File: src/rtl/gfx_sp_fetch.sv
// Shader-processor operand fetch: scoreboard hazard check, two register-file
// reads with a fixed 3-cycle return latency, and a held output handshake.
package gfx_defs;
    typedef logic [3:0]   vreg_num;
    typedef logic [127:0] vec4;
endpackage

module gfx_sp_fetch
    import gfx_defs::*;
(
    input  logic    clk,
    input  logic    rst_n,
    input  logic    in_valid,
    output logic    in_ready,
    input  vreg_num in_src_a,
    input  vreg_num in_src_b,
    input  vreg_num in_dst,
    input  logic    in_dst_wr,
    output vreg_num rd_reg,
    input  vec4     rd_data,
    input  logic    wb_valid,
    input  vreg_num wb_reg,
    output logic    out_valid,
    input  logic    out_ready,
    output vec4     out_a,
    output vec4     out_b,
    output vreg_num out_dst,
    output logic    out_dst_wr
);
    localparam int NREG = 1 << $bits(vreg_num);

    typedef enum logic [1:0] {IDLE, CHECK, READ, OUT} state_t;

    state_t          state;
    vreg_num         src_a_q;
    vreg_num         src_b_q;
    vreg_num         dst_q;
    logic            dst_wr_q;
    logic [2:0]      cnt;
    logic [NREG-1:0] pending;
    logic [NREG-1:0] pend_set;
    logic [NREG-1:0] pend_clr;
    logic            hazard;
    logic            out_hs;

    assign hazard   = pending[src_a_q] | pending[src_b_q] | (dst_wr_q & pending[dst_q]);
    assign out_hs   = out_valid & out_ready;
    assign in_ready = rst_n & (state == IDLE);

    // Reads must leave in the same cycle the hazard clears, so the index is decoded
    // from current state rather than registered.
    always_comb begin
        rd_reg = '0;
        if (state == CHECK && !hazard)
            rd_reg = src_a_q;
        else if (state == READ && cnt == 3'd0)
            rd_reg = src_b_q;
    end

    // A destination claimed on the handshake outranks a writeback in the same cycle.
    always_comb begin
        pend_set = '0;
        pend_clr = '0;
        if (wb_valid)
            pend_clr[wb_reg] = 1'b1;
        if (out_hs && out_dst_wr)
            pend_set[out_dst] = 1'b1;
    end

    always_ff @(posedge clk) begin
        if (!rst_n) begin
            state      <= IDLE;
            src_a_q    <= '0;
            src_b_q    <= '0;
            dst_q      <= '0;
            dst_wr_q   <= 1'b0;
            cnt        <= '0;
            pending    <= '0;
            out_valid  <= 1'b0;
            out_a      <= '0;
            out_b      <= '0;
            out_dst    <= '0;
            out_dst_wr <= 1'b0;
        end else begin
            pending <= (pending & ~pend_clr) | pend_set;
            case (state)
                IDLE: begin
                    if (in_valid) begin
                        src_a_q  <= in_src_a;
                        src_b_q  <= in_src_b;
                        dst_q    <= in_dst;
                        dst_wr_q <= in_dst_wr;
                        state    <= CHECK;
                    end
                end
                CHECK: begin
                    if (!hazard) begin
                        cnt   <= '0;
                        state <= READ;
                    end
                end
                READ: begin
                    // cnt 0 is the src_b issue cycle; src_a data lands at 2, src_b at 3
                    cnt <= cnt + 3'd1;
                    if (cnt == 3'd2)
                        out_a <= rd_data;
                    if (cnt == 3'd3) begin
                        out_b      <= rd_data;
                        out_dst    <= dst_q;
                        out_dst_wr <= dst_wr_q;
                        out_valid  <= 1'b1;
                        state      <= OUT;
                    end
                end
                OUT: begin
                    if (out_ready) begin
                        out_valid <= 1'b0;
                        state     <= IDLE;
                    end
                end
                default: state <= IDLE;
            endcase
        end
    end
endmodule

File: config.mk
export PLATFORM = sky130hd
export DESIGN_NAME = gfx_sp_fetch
export DESIGN_NICKNAME = d
export VERILOG_FILES = /design/src/rtl/gfx_sp_fetch.sv
export SDC_FILE = /design/constraint.sdc
export NUM_CORES = 1
export LEC_CHECK = 0
export BUFFER_PORTS_ARGS = -buffer_cell sky130_fd_sc_hd__clkbuf_2
export CORE_AREA = 2 2 162 164
export DETAILED_ROUTE_END_ITERATION = 6
export DIE_AREA = 0 0 164 166
export PLACE_DENSITY = 0.81
export SETUP_SLACK_MARGIN = 0.05
export SYNTH_ARGS = -nofsm -noshare
export SYNTH_HDL_FRONTEND = slang
export SYNTH_SLANG_ARGS = --single-unit
export TNS_END_PERCENT = 30
File: constraint.sdc
create_clock -name clk -period 3 [get_ports clk]
set_input_delay 0.3 -clock clk [delete_from_list [all_inputs] [get_ports clk]]
set_output_delay 0.3 -clock clk [all_outputs]
set_load 0.02 [all_outputs]
**Word-level counts from Yosys, hierarchy flattened**

Index checks and enable logic that the tools add are counted.

- Register bits: 296
- Input bits: 150
- Output and inout port bits: 267
- Word-level logic and storage cells: 77

- $add $sub $neg: 1
- Magnitude comparators: 7
- Equal/unequal tests: 9
- Muxes and demuxes: 24
- Bitwise logic cells: 8
- Reduce and logical (&&, ||, !) cells: 16

Operators with widths:

| cell | count |
|---|---|
| 16-bit two-way mux | 2 |
| 4-bit by 5-bit < comparator with 1-bit output, second input constant | 5 |
| 16-bit bitwise AND | 1 |
| 16-bit inverter | 1 |
| 16-bit OR | 1 |
| 1-bit binary-select mux with 4-bit select | 3 |
| 1-bit demux with 4-bit select | 2 |
| 4-bit by 1-bit greater-or-equal comparator with 1-bit output, second input constant | 2 |
| 2-bit two-way mux | 4 |
| 4-bit two-way mux | 2 |
| 2-bit one-hot mux with 4 select lines | 1 |
| 2-bit AND reduction | 4 |
| 1-bit two-way mux | 7 |
| 3-bit by 2-bit equality test with 1-bit output, second input constant | 2 |
| 2-bit != test, second input constant | 3 |
| 3-bit one-hot mux with 2 select lines | 1 |
| 1-bit logical AND | 5 |
| 2-bit equality test, second input constant | 2 |
| 4-bit AND reduction | 1 |
| 2-bit nonzero test | 2 |
| 3-bit by 1-bit adder with 3-bit output, second input constant | 1 |
| 1-bit bitwise AND | 3 |
| 3-bit zero test | 1 |
| 3-bit two-way mux | 1 |
| other kinds (7) | 8 |

**Logic depth before layout (Yosys ltp)**

Gate-level depths: netlist of run 1.

- Word-level depth: 8
- Depth in mapped cells: 8
- Gate-level depth less buffers: 7

**Least setup slack after synthesis of run 1**

Ideal clock, no wire load.

- Path kind: register -> output
- Start: register src_b_q[0]
- End: output rd_reg[0]
- Arrival time: 2.251 ns
- Required time: 2.700 ns
- Setup slack: 0.449 ns
- Stages on the path, launching flop included: 9
- Path buffers: 2
- Cells stage by stage: dfxtp_1 -> buf_6 -> mux4_1 -> mux2_2 -> mux2i_1 -> and4_2 -> buf_2 -> nand3_2 -> mux2i_1

- Cells in the longest elaborated chain, start to end: 7
- Elaborated cells between the ends (all ways): 8
- Those cells by class: 4 x mux; 2 x bitwise; 2 x reduce/logical

Ends and longest elaborated chain:

| element | line | text |
|---|---|---|
| start, declared | 36 | `vreg_num src_b_q;` |
| start signal, assigned | 90 | `src_b_q <= in_src_b;` |
| 1-bit binary-select mux with 4-bit select | 46 | `assign hazard = pending[src_a_q] \| pending[src_b_q] \| (dst_wr_q & pending[dst_q]);` |
| 1-bit two-way mux (implied by the code) | 46 |  |
| 1-bit OR (2 in series) | 46 |  |
| 1-bit zero test | - |  |
| 1-bit logical AND | 54 | `if (state == CHECK && !hazard)` |
| 4-bit two-way mux (*) | 54 |  |
| end, declared | 19 | `output vreg_num rd_reg,` |

Mark *: on every way between the ends. The rest lies on a longest branch, timed or not. The select of a mux whose other input is x is not followed.

**Worst setup path after layout of run 1**

- Start: register src_b_q[0]
- End: register state[0]

- Cells in the longest elaborated chain, start to end: 6

Ends and longest elaborated chain:

| element | line | text |
|---|---|---|
| 1-bit binary-select mux with 4-bit select | 46 |  |
| 1-bit two-way mux (implied by the code) | 46 |  |
| 1-bit OR (2 in series) | 46 |  |
| 2-bit != test (no line) | - |  |
| 4-bit AND reduction (no line) | - |  |
| end signal, assigned | 72 | `state <= IDLE;` |
| end signal, assigned | 93 | `state <= CHECK;` |
| end signal, assigned | 99 | `state <= READ;` |
| end, declared | 34 | `state_t state;` |

Every way passes these cells. The select of a mux whose other input is x is not followed.
A chain may end at the register's enable or synchronous reset.

==> summary.txt, run 1 <==
Run status
  – Status: complete, but fails checks
  – Violations in the final reports: negative setup slack

Yosys
  – Synth area leader: dfxtp_1
  – Syn_area_per_cell: slightly below 8 sq um
  – Synth top area cells: dfxtp_1 (54%), nand2_1 (20%), a21oi_1 (13%), clkbuf_1 (3.2%), mux2i_1 (1.3%)
  – EDFF count, synth: 0
  – Most frequent cell after synthesis: nand2_1
  – Synthesized net count: 1548
  – Post-Synthesis Cells: 1389
  – Post-Syn Area: 0.0110 sq mm
  – Ys async rst share: 0
  – Netlist cell types: 42
  – #FFs+latches synth: about 300
  – Warnings, synthesis: 0
  – Synth top cells by count: nand2_1 (570), dfxtp_1 (296), a21oi_1 (293)
  – Post-synth top area share: 0.540
  – Sequential share of the synthesized area: 0.540
  – Synth Flop Type: dfxtp_1

Pwr
  – Sw Ratio: 0.247
  – Comb pwr share: 0.098
  – Share of power burned in the clock network: 0.436
  – Leak Pwr: ~6.4 nW
  – PD cells: 556 mW/mm^2
  – Seq pwr share: 0.466
  – Net Switching: around 2.2 mW
  – P_int: between 6 and 7 mW
  – Total Power: between 8 and 9 mW
  – Worst VDD drop: 0.505 mV

Die
  – Top Ports: 417
  – Core box area: 0.0256 sq mm
  – Die Wd: 164 microns
  – Row cnt: 59
  – DIE AREA: 0.0272 sq mm
  – Die Y: 166 microns
  – Initial core utilization: 0.428

CTS
  – CTS Buffer Depth: 3
  – Latest clock arrival within the worst-skew pair: 0.55 ns
  – CTS tree: built
  – Root buf cell: clkbuf_16
  – Clock sinks: roughly 300
  – # H-tree levels: 1
  – Reg clk slew, reported paths: 0.06 ns
  – Number of buffers created by CTS: 30

Route
  – DRC: 0
  – Drt initial violations: 1065
  – Routed Antenna Nets: 0
  – Initial DRT Pass Iterations: 6
  – Final WL: approximately 40 mm
  – Vias/cell: between 5 and 6
  – WL per Instance: 17.4 microns
  – Via count: 11942

GRT
  – Largest net degree at the start of global routing: 129
  – GRT Overall Usage: 0.274
  – First-pass GRT wire length: approximately 60 mm
  – Grt total ovfl: 0
  – Antenna violations before repair: 5
  – Vias in the first global route: 11775

Setup path
  – Setup slack, reg-to-reg: -0.11 ns
  – Worst Setup End Kind: register
  – Critical Path Max Stage Delay: 0.53 ns
  – Worst Path Buf+Inv: 8
  – Kind of critical path: register to register
  – R2r startpoint: src_b_q[0]
  – Crit path cell chain: mux4_2 > mux2_4 > mux2i_2 > buf_4 > buf_4 > buf_4 > buf_4 > buf_4 > buf_4 > buf_4 > buf_4 > a41oi_2 > or4_1 > a21oi_1
  – Arrival @ worst endpoint: 3.59 ns
  – Top delay family on crit path: multiplexers
  – Slowest-stage cell, CP: or4_1
  – Critical Path Source Type: register
  – WP data required: 3.49 ns
  – R2r endpoint: state[0]
  – Most used cell, CP: buf_4
  – Critical path fanouts, max: 6
  – Worst R2R Path Depth: 14

STA
  – Worst Hold Slack: 0.0180 ns
  – Final Hold Viols: 0
  – Max Freq: ~320 MHz
  – Slew @ Worst Pin: between 0.6 and 0.7 ns
  – Tcrit/Tclk final: 1.04
  – Max-Slew Margin vs Limit: 0.569
  – Final Max Slew Viols: 0
  – RSZ-0062 raised after global routing: true
  – Final setup viols: 5
  – Setup ws final: -0.108 ns
  – Final Critical Period: 3.11 ns
  – Fin Setup TNS: -0.237 ns
  – Final clock skew: 0.0223 ns

Min path
  – Hold Path Depth: 3
  – Hold crit path type: primary input to register
  – Hold EP: out_b[8]
  – Hold Path Origin: rd_data[8]

Final layout
  – Share of layout cells above drive strength 1: 0.272
  – Post-route cell area: between 0.015 and 0.02 sq mm
  – Non-Filler Instances: 2253
  – Synth-to-Final Area Change: 43.9%
  – FILL cells: 2013
  – Nets: 2051

Job
  – Max-cap violations: 0

Placement
  – Dpl cells: 2056
  – Post-DP HPWL: 23.8 mm
  – Placed inst area: 0.0133 sq mm
  – GPL Wtd Cong: 0.903
  – Port Buffers: between 400 and 500
## worst register-to-register path, delay by kind of cell, from the launching register on
kind,cells,cell delay [ns]
buffers and inverters,8,0.83
AOI/OAI and AO/OA,2,0.25
and+or+nand+nor,1,0.53
muxes,3,1.01
DFF,1,0.41
## layout make-up
class,count,area (sq um),area share
Antenna cell,4,10.0,0.000635
Clock buffer,41,883,0.0560
Tap cell,335,419,0.0266
Inverter,16,67.6,0.00428
Clock inverter,13,128,0.00809
Multi-Input combinational cell,977,4640,0.294
Timing Repair Buffer,571,3690,0.234
Sequential cell,296,5930,0.376
## through the flow
step                setup slack (ns)   util
floorplan                      0.449      -
global placement               0.396  0.521
detailed placement             0.310  0.521
CTS                          -0.0299  0.614
global route                  -0.167  0.616
finish                        -0.108  0.616
## placed cells by master, fill, tap and decap left out, types with 4 or more instances in the layout
master,instances
clkbuf_2,412
clkbuf_8,7
o21ai_0,16
ha_1,9
mux2i_1,12
mux4_2,9
buf_4,21
inv_1,15
a21oi_1,293
nand3_1,11
buf_12,9
nand2_1,569
nand3b_1,5
clkbuf_16,31
nor2_1,7
dlygate4sd3_1,129
dfxtp_1,294
clkinv_2,8
diode_2,4
## flip-flops by register name, summed over array words and instances (netlist names)
| register | count |
|---|---|
| out_dst_wr | 1 |
| pending | 16 |
| src_b_q | 4 |
| out_a | 128 |
| dst_q | 4 |
| state | 2 |
| out_b | 128 |
| src_a_q | 4 |
| out_valid | 1 |
| out_dst | 4 |
| cnt | 3 |
| dst_wr_q | 1 |
## logic make-up after synthesis
logic type | synth area share
and+or+nand+nor | 0.222
AOI/OAI and AO/OA | 0.152
DFF | 0.540
buffers and inverters | 0.0407
muxes | 0.0347
adders and majority gates | 0.0103
## per-layer routing
metal  global-route usage  wire length (microns)
met1                0.312                  14500
met5                    0                     13
met4                0.137                   2100
met2                0.465                  18700
met3               0.0819                   3920
## power by group through the flow
stage	Clock, mW	Sequential [mW]	Combinational, mW
floorplan	0	4.13	0.420
detailed placement	0	4.16	0.657
global placement	0	4.15	0.646
CTS	3.86	4.08	0.808
global route	4.03	4.09	0.928
finish	3.82	4.08	0.856
## repair_timing
action / in CTS / in global routing
setup endpoints to repair: 4 / 6
pin swaps: 1 / 1
endpoints found under the hold margin: 219 / 0
gates cloned: 0 / 0
gates resized for setup: 13 / 11
hold buffers: 129 / 0
buffers inserted: 9 / 1
## worst max-delay path by stage
stage | from | endpoint | slack, ns | cells past startpoint
2_1_floorplan | src_b_q[0] | rd_reg[0] | 0.45 | 8
3_3_place_gp | src_b_q[0] | rd_reg[2] | 0.40 | 7
3_5_place_dp | src_b_q[0] | rd_reg[3] | 0.31 | 7
4_1_cts | src_b_q[0] | rd_reg[3] | -0.03 | 7
5_1_grt | src_b_q[0] | state[0] | -0.17 | 14
6_report | src_b_q[0] | state[0] | -0.11 | 14
Power figures use the tool's default switching activity.
==> run 2, diff against run 1 <==
==> constraint.sdc (replaced) <==
create_clock -name clk -period 3.2 [get_ports clk]
set_input_delay 0.32 -clock clk [delete_from_list [all_inputs] [get_ports clk]]
set_output_delay 0.32 -clock clk [all_outputs]
set_load 0.02 [all_outputs]
==> summary.txt, run 2 (synthesis gave the netlist of run 1 again) <==
Run status
  – Status: finished, final reports clean

STA
  – RSZ-0062 raised after global routing: false
  – Final setup viols: 0 (-5)
  – Max Freq: ~320 MHz
  – Max-Slew Margin vs Limit: 0.573 (+0.00436)
  – Setup ws final: 0.107 ns (+0.216 ns)
  – Tcrit/Tclk final: 0.966
  – Fin Setup TNS: 0 ns (+0.237 ns)
  – Slew @ Worst Pin: 0.640 ns (-0.00655 ns)
  – Worst Hold Slack: 0.0223 ns (+0.00430 ns)
  – Final Critical Period: 3.09 ns
  – Final clock skew: 0.0189 ns (-0.00340 ns)
  – Final Max Slew Viols: 0 (unchanged)
  – Final Hold Viols: 0 (unchanged)

Pwr
  – Total Power: 8.02 mW (-8.4%)
  – Seq pwr share: 0.477 (+0.011)
  – Worst VDD drop: 0.477 mV (-5.5%)
  – PD cells: 531 mW/mm^2 (-4.4%)
  – Sw Ratio: 0.240 (-0.00707)
  – Leak Pwr: 6.15 nW (-4.1%)
  – Comb pwr share: 0.089 (-0.009)
  – Net Switching: 1.93 mW (-11%)
  – P_int: 6.10 mW (-7.6%)
  – Share of power burned in the clock network: 0.435 (about the same)

Setup path
  – Critical Path Source Type: register
  – Worst Setup End Kind: primary output
  – Kind of critical path: register to primary output
  – Critical path fanouts, max: 6 (unchanged)
  – Arrival @ worst endpoint: 2.77 ns (-0.82 ns)
  – WP data required: 2.88 ns (-0.61 ns)

CTS
  – Latest clock arrival within the worst-skew pair: 0.54 ns (about the same)
  – CTS Buffer Depth: 3 (unchanged)
  – Root buf cell: clkbuf_16
  – # H-tree levels: 1 (unchanged)
  – Number of buffers created by CTS: 30 (unchanged)
  – Clock sinks: 296 (unchanged)
  – Reg clk slew, reported paths: 0.06 ns (about the same)
  – CTS tree: built

Placement
  – Post-DP HPWL: 23.6 mm (-0.73%)
  – Port Buffers: 416 (unchanged)
  – GPL Wtd Cong: 0.905 (+0.19%)
  – Worst Setup Slack post-DPL: 0.462 ns (+0.152 ns)

Final layout
  – Synth-to-Final Area Change: 37.8%
  – FILL cells: 2128 (+5.7%)
  – Nets: 1988 (-3.1%)
  – Commonest non-fill, non-tap cell in the layout: nand2_1
  – Regs by FF count: out_a x128, out_b x128, pending x16
  – Most frequent cells in the layout: nand2_1 (569), clkbuf_2 (415), dfxtp_1 (294)
  – Share of layout cells above drive strength 1: 0.269 (-0.00293)

Job
  – Max-cap violations: 0 (unchanged)

Route
  – Routed Antenna Nets: 0 (unchanged)
  – Drt initial violations: 838 (-21%)
  – WL per Instance: 16.2 microns (-6.8%)
  – Via count: 11386 (-4.7%)
  – DRC: 0 (unchanged)
  – Vias/cell: 5.20 (-1.9%)
  – Final WL: 35.5 mm (-9.4%)
  – Initial DRT Pass Iterations: 5 (-1)

Die
  – DIE AREA: 0.0272 sq mm (unchanged)
  – Initial core utilization: 0.428 (unchanged)
  – Row cnt: 59 (unchanged)
  – Top Ports: 417 (unchanged)
  – Core box area: 0.0256 sq mm (unchanged)
  – Die Wd: 164 microns (unchanged)
  – Die Y: 166 microns (unchanged)

GRT
  – GRT Overall Usage: 0.247 (-0.0270)
  – Vias in the first global route: 11018 (-6.4%)
  – First-pass GRT wire length: 55.3 mm (-9.2%)
  – Antenna violations before repair: 2 (-3)
  – Largest net degree at the start of global routing: 129 (unchanged)
  – Grt total ovfl: 0 (unchanged)

Min path
  – Hold crit path type: primary input to register
[run 2: per-stage QoR]
| stage | instances | instance area (sq um) | util |
|---|---|---|---|
| finish | 2189 | 15100 | 0.590 |
| global route | 2189 | 15100 | 0.590 |
| CTS | 2187 | 15100 | 0.589 |
| detailed placement | 2052 | 13300 | 0.519 |
| global placement | 2052 | 13300 | 0.519 |
| floorplan | 1389 | 11000 | - |
[run 2: cell type report]
type                            instances  area (sq um)  area share
Clock buffer                           42           867      0.0574
Multi-Input combinational cell        977          4630       0.307
Timing Repair Buffer                  508          3060       0.202
Tap cell                              335           419      0.0277
Sequential cell                       296          5930       0.393
Inverter                               16          67.6     0.00447
Clock inverter                         14           131     0.00870
Antenna cell                            1          2.50    0.000166
[run 2: worst paths after layout]
| check | startpoint | end | slack [ns] | cells past startpoint |
|---|---|---|---|---|
| worst max register to register | state[0] | out_b[104] | 0.77 | 6 |
| worst max-delay path | src_b_q[0] | rd_reg[2] | 0.11 | 7 |
| worst min register to register | out_b[120] | out_b[120] | 0.45 | 2 |
| worst min-delay path | rd_data[127] | out_a[127] | 0.02 | 3 |
[run 2: power groups by stage]
stage | logic [mW] | registers [mW] | clock network, mW
2_1_floorplan | 0.393 | 3.87 | 0
3_3_place_gp | 0.596 | 3.89 | 0
3_5_place_dp | 0.613 | 3.90 | 0
4_1_cts | 0.702 | 3.82 | 3.55
5_1_grt | 0.783 | 3.83 | 3.71
6_report | 0.712 | 3.82 | 3.49
[run 2: critical path: stages, from the launching register on]
cell,delay [ns]
dfxtp_4,0.40
mux4_1,0.55
mux2_2,0.28
mux2i_1,0.19
and4_4,0.28
nand3_4,0.12
mux2i_1,0.22
buf_2,0.20
[run 2: layer usage]
metal  share of wire  GRT usage
met5         0.00037          0
met2            0.49      0.434
met4           0.037     0.0923
met1            0.38      0.284
met3           0.099     0.0709
[run 2: timing repair]
item / CTS / global route
hold buffers: 79 / 0
resized for setup: 4 / 3
setup buffers: 0 / 1
endpoints found under the hold margin: 115 / 0
pin swaps: 0 / 1
setup endpoints to repair: 4 / 4
==> run 3, diff against run 2 <==
--- a/config.mk
+++ b/config.mk
@@ -6,9 +6,10 @@
 export NUM_CORES = 1
 export LEC_CHECK = 0
 export BUFFER_PORTS_ARGS = -buffer_cell sky130_fd_sc_hd__clkbuf_2
-export CORE_AREA = 2 2 162 164
+export CORE_AREA = 2 2 161 163
 export DETAILED_ROUTE_END_ITERATION = 6
-export DIE_AREA = 0 0 164 166
+export DIE_AREA = 0 0 163 165
+export HOLD_SLACK_MARGIN = 0.15
 export PLACE_DENSITY = 0.81
 export SETUP_SLACK_MARGIN = 0.05
 export SYNTH_ARGS = -nofsm -noshare
==> constraint.sdc (replaced) <==
create_clock -name clk -period 3.7 [get_ports clk]
set_input_delay 0.37 -clock clk [delete_from_list [all_inputs] [get_ports clk]]
set_output_delay 0.37 -clock clk [all_outputs]
set_load 0.02 [all_outputs]
==> summary.txt, run 3 (synthesis gave the netlist of run 1 again) <==
STA
  – Tcrit/Tclk final: 0.938
  – Fin Setup TNS: 0 ns (unchanged)
  – Slew @ Worst Pin: 0.834 ns (+0.194 ns)
  – Setup ws final: 0.229 ns (+0.121 ns)
  – Final Max Slew Viols: 0 (unchanged)
  – Final clock skew: 0.0189 ns (-0.0000552 ns)
  – Final Critical Period: ~3.5 ns
  – Max-Slew Margin vs Limit: 0.444 (-0.129)
  – RSZ-0062 raised after global routing: false
  – Final setup viols: 0 (unchanged)
  – Max Freq: between 200 and 300 MHz
  – Final Hold Viols: 0 (unchanged)

CTS
  – CTS tree: built
  – # H-tree levels: 1 (unchanged)
  – Clock sinks: 296 (unchanged)
  – CTS Buffer Depth: 3 (unchanged)
  – Cts repair resizes: 0 (-4)
  – Root buf cell: clkbuf_16
  – Number of buffers created by CTS: 29 (-3.3%)
  – Reg clk slew, reported paths: 0.06 ns (about the same)
  – Latest clock arrival within the worst-skew pair: 0.54 ns (about the same)

Setup path
  – Worst Setup End Kind: primary output
  – Arrival @ worst endpoint: 3.10 ns (+0.33 ns)
  – WP data required: 3.33 ns (+0.45 ns)
  – Crit path cell chain: mux4_1 > mux2_2 > mux2i_1 > and4_2 > nand3_2 > mux2i_1 > clkbuf_2
  – Slowest-stage cell, CP: mux4_1
  – Critical Path Max Stage Delay: 0.61 ns (+0.06 ns)
  – Most used cell, CP: mux2i_1
  – R2r endpoint: out_b[41]
  – Critical Path Source Type: register
  – Setup slack, reg-to-reg: 1.14 ns (+0.37 ns)
  – Kind of critical path: register to primary output
  – R2r startpoint: state[0]
  – Critical path fanouts, max: 6 (unchanged)
  – Worst R2R Path Depth: 6 (unchanged)

Min path
  – Hold Path Origin: rst_n
  – Hold crit path type: primary input to register
  – Hold Path Depth: 3 (unchanged)
  – Hold EP: state[1]

GRT
  – GRT Overall Usage: 0.273 (+0.0258)
  – Largest net degree at the start of global routing: 143 (+11%)
  – Antenna violations before repair: 1 (-1)
  – Grt total ovfl: 0 (unchanged)
  – Vias in the first global route: 11554 (+4.9%)
  – First-pass GRT wire length: 59.1 mm (+6.9%)
  – Busiest grt layer: met2
  – Grt met1 use: 0.305 (+0.0208)
  – Met2 GRT Util: 0.487 (+0.0532)
  – Met3 Use GR: 0.0758 (+0.00491)

Pwr
  – Leak Pwr: 6.32 nW (+2.9%)
  – Worst VDD drop: 0.337 mV (-29%)
  – Total Power: 6.80 mW (-15%)
  – PD cells: 437 mW/mm^2 (-18%)

Placement
  – Dpl cells: 2045 (-0.34%)
  – GPL Wtd Cong: 0.897 (-0.81%)
  – Port Buffers: 416 (unchanged)
  – Worst Setup Slack post-DPL: 0.903 ns (+0.441 ns)
  – Post-DP HPWL: 24.6 mm (+4.3%)

Final layout
  – Nets: 2047 (+3.0%)
  – Regs by FF count: out_a x128, out_b x128, pending x16
  – Synth-to-Final Area Change: 41.9%
  – Most frequent cells in the layout: nand2_1 (569), clkbuf_2 (416), dfxtp_1 (296)
  – Non-Filler Instances: 2237 (+2.2%)
  – FILL cells: 1991 (-6.4%)
  – Share of layout cells above drive strength 1: 0.252 (-0.0163)
  – Commonest non-fill, non-tap cell in the layout: nand2_1

Route
  – WL per Instance: 17.3 microns (+6.5%)
  – Drt initial violations: 1137 (+36%)
  – Via count: 11808 (+3.7%)
  – Routed Antenna Nets: 0 (unchanged)
  – DRC: 0 (unchanged)
  – Final WL: 38.6 mm (+8.8%)
  – Vias/cell: 5.28 (+1.5%)
  – Initial DRT Pass Iterations: 5 (unchanged)

Die
  – Initial core utilization: 0.438 (+0.00990)
  – Die Y: 165 microns (-0.60%)
  – Top Ports: 417 (unchanged)
  – Row cnt: 58 (-1.7%)
  – DIE AREA: 0.0269 sq mm (-1.2%)
  – Core box area: 0.0250 sq mm (-2.3%)
  – Die Wd: 163 microns (-0.61%)

Run status
  – Status: finished, final reports clean

Job
  – Max-cap violations: 0 (unchanged)
run 3: critical path, delay by kind of cell (launching register included):
kind	cells	cell delay (ns)
simple gates	2	0.52
flops	1	0.50
buf+inv	1	0.21
mux	4	1.32
run 3: routing by layer:
layer	up-vias	part of all wire
li1	5545	-
met1	5568	0.37
met2	581	0.50
met3	114	0.091
met4	0	0.042
met5	-	0
run 3: layout make-up:
type / count / area, sq um / share of cell area
repair buffers: 568 / 3640 / 0.234
multi-input cells: 977 / 4620 / 0.297
clock inverters: 5 / 57.6 / 0.00370
clock buffers: 43 / 828 / 0.0532
well taps: 330 / 413 / 0.0265
inverters: 16 / 67.6 / 0.00434
diodes: 2 / 5.00 / 0.000322
flip-flops and latches: 296 / 5930 / 0.381
run 3: metrics by stage:
| stage | utilization | hold WS, ns | instance area, sq um |
|---|---|---|---|
| final | 0.621 | 0.190 | 15600 |
| after global routing | 0.621 | 0.206 | 15600 |
| after CTS | 0.621 | 0.168 | 15600 |
| after detailed placement | 0.529 | 0.446 | 13200 |
| after global placement | 0.529 | 0.441 | 13200 |
| after floorplan | - | 0.454 | 11000 |
run 3: timing repair:
action | 4_1_cts | 5_1_grt
hold buffers | 142 | 0
buffers inserted | 0 | 0
endpoints found under the hold margin | 270 | 0
run 3: power by group:
| part | internal (mW) | switching (mW) | total (mW) |
|---|---|---|---|
| logic | 0.301 | 0.371 | 0.672 |
| registers | 3.24 | 0.0720 | 3.31 |
| clock network | 1.60 | 1.22 | 2.82 |
run 3: worst max path at each step:
stage	startpoint	endpoint	slack, ns	depth (start not counted)
CTS	src_b_q[0]	rd_reg[0]	0.31	7
global route	src_b_q[0]	rd_reg[3]	0.12	7
detailed placement	src_b_q[0]	rd_reg[0]	0.90	7
finish	src_b_q[0]	rd_reg[3]	0.23	7
floorplan	src_b_q[0]	rd_reg[0]	1.08	8
global placement	src_b_q[0]	rd_reg[3]	1.01	7
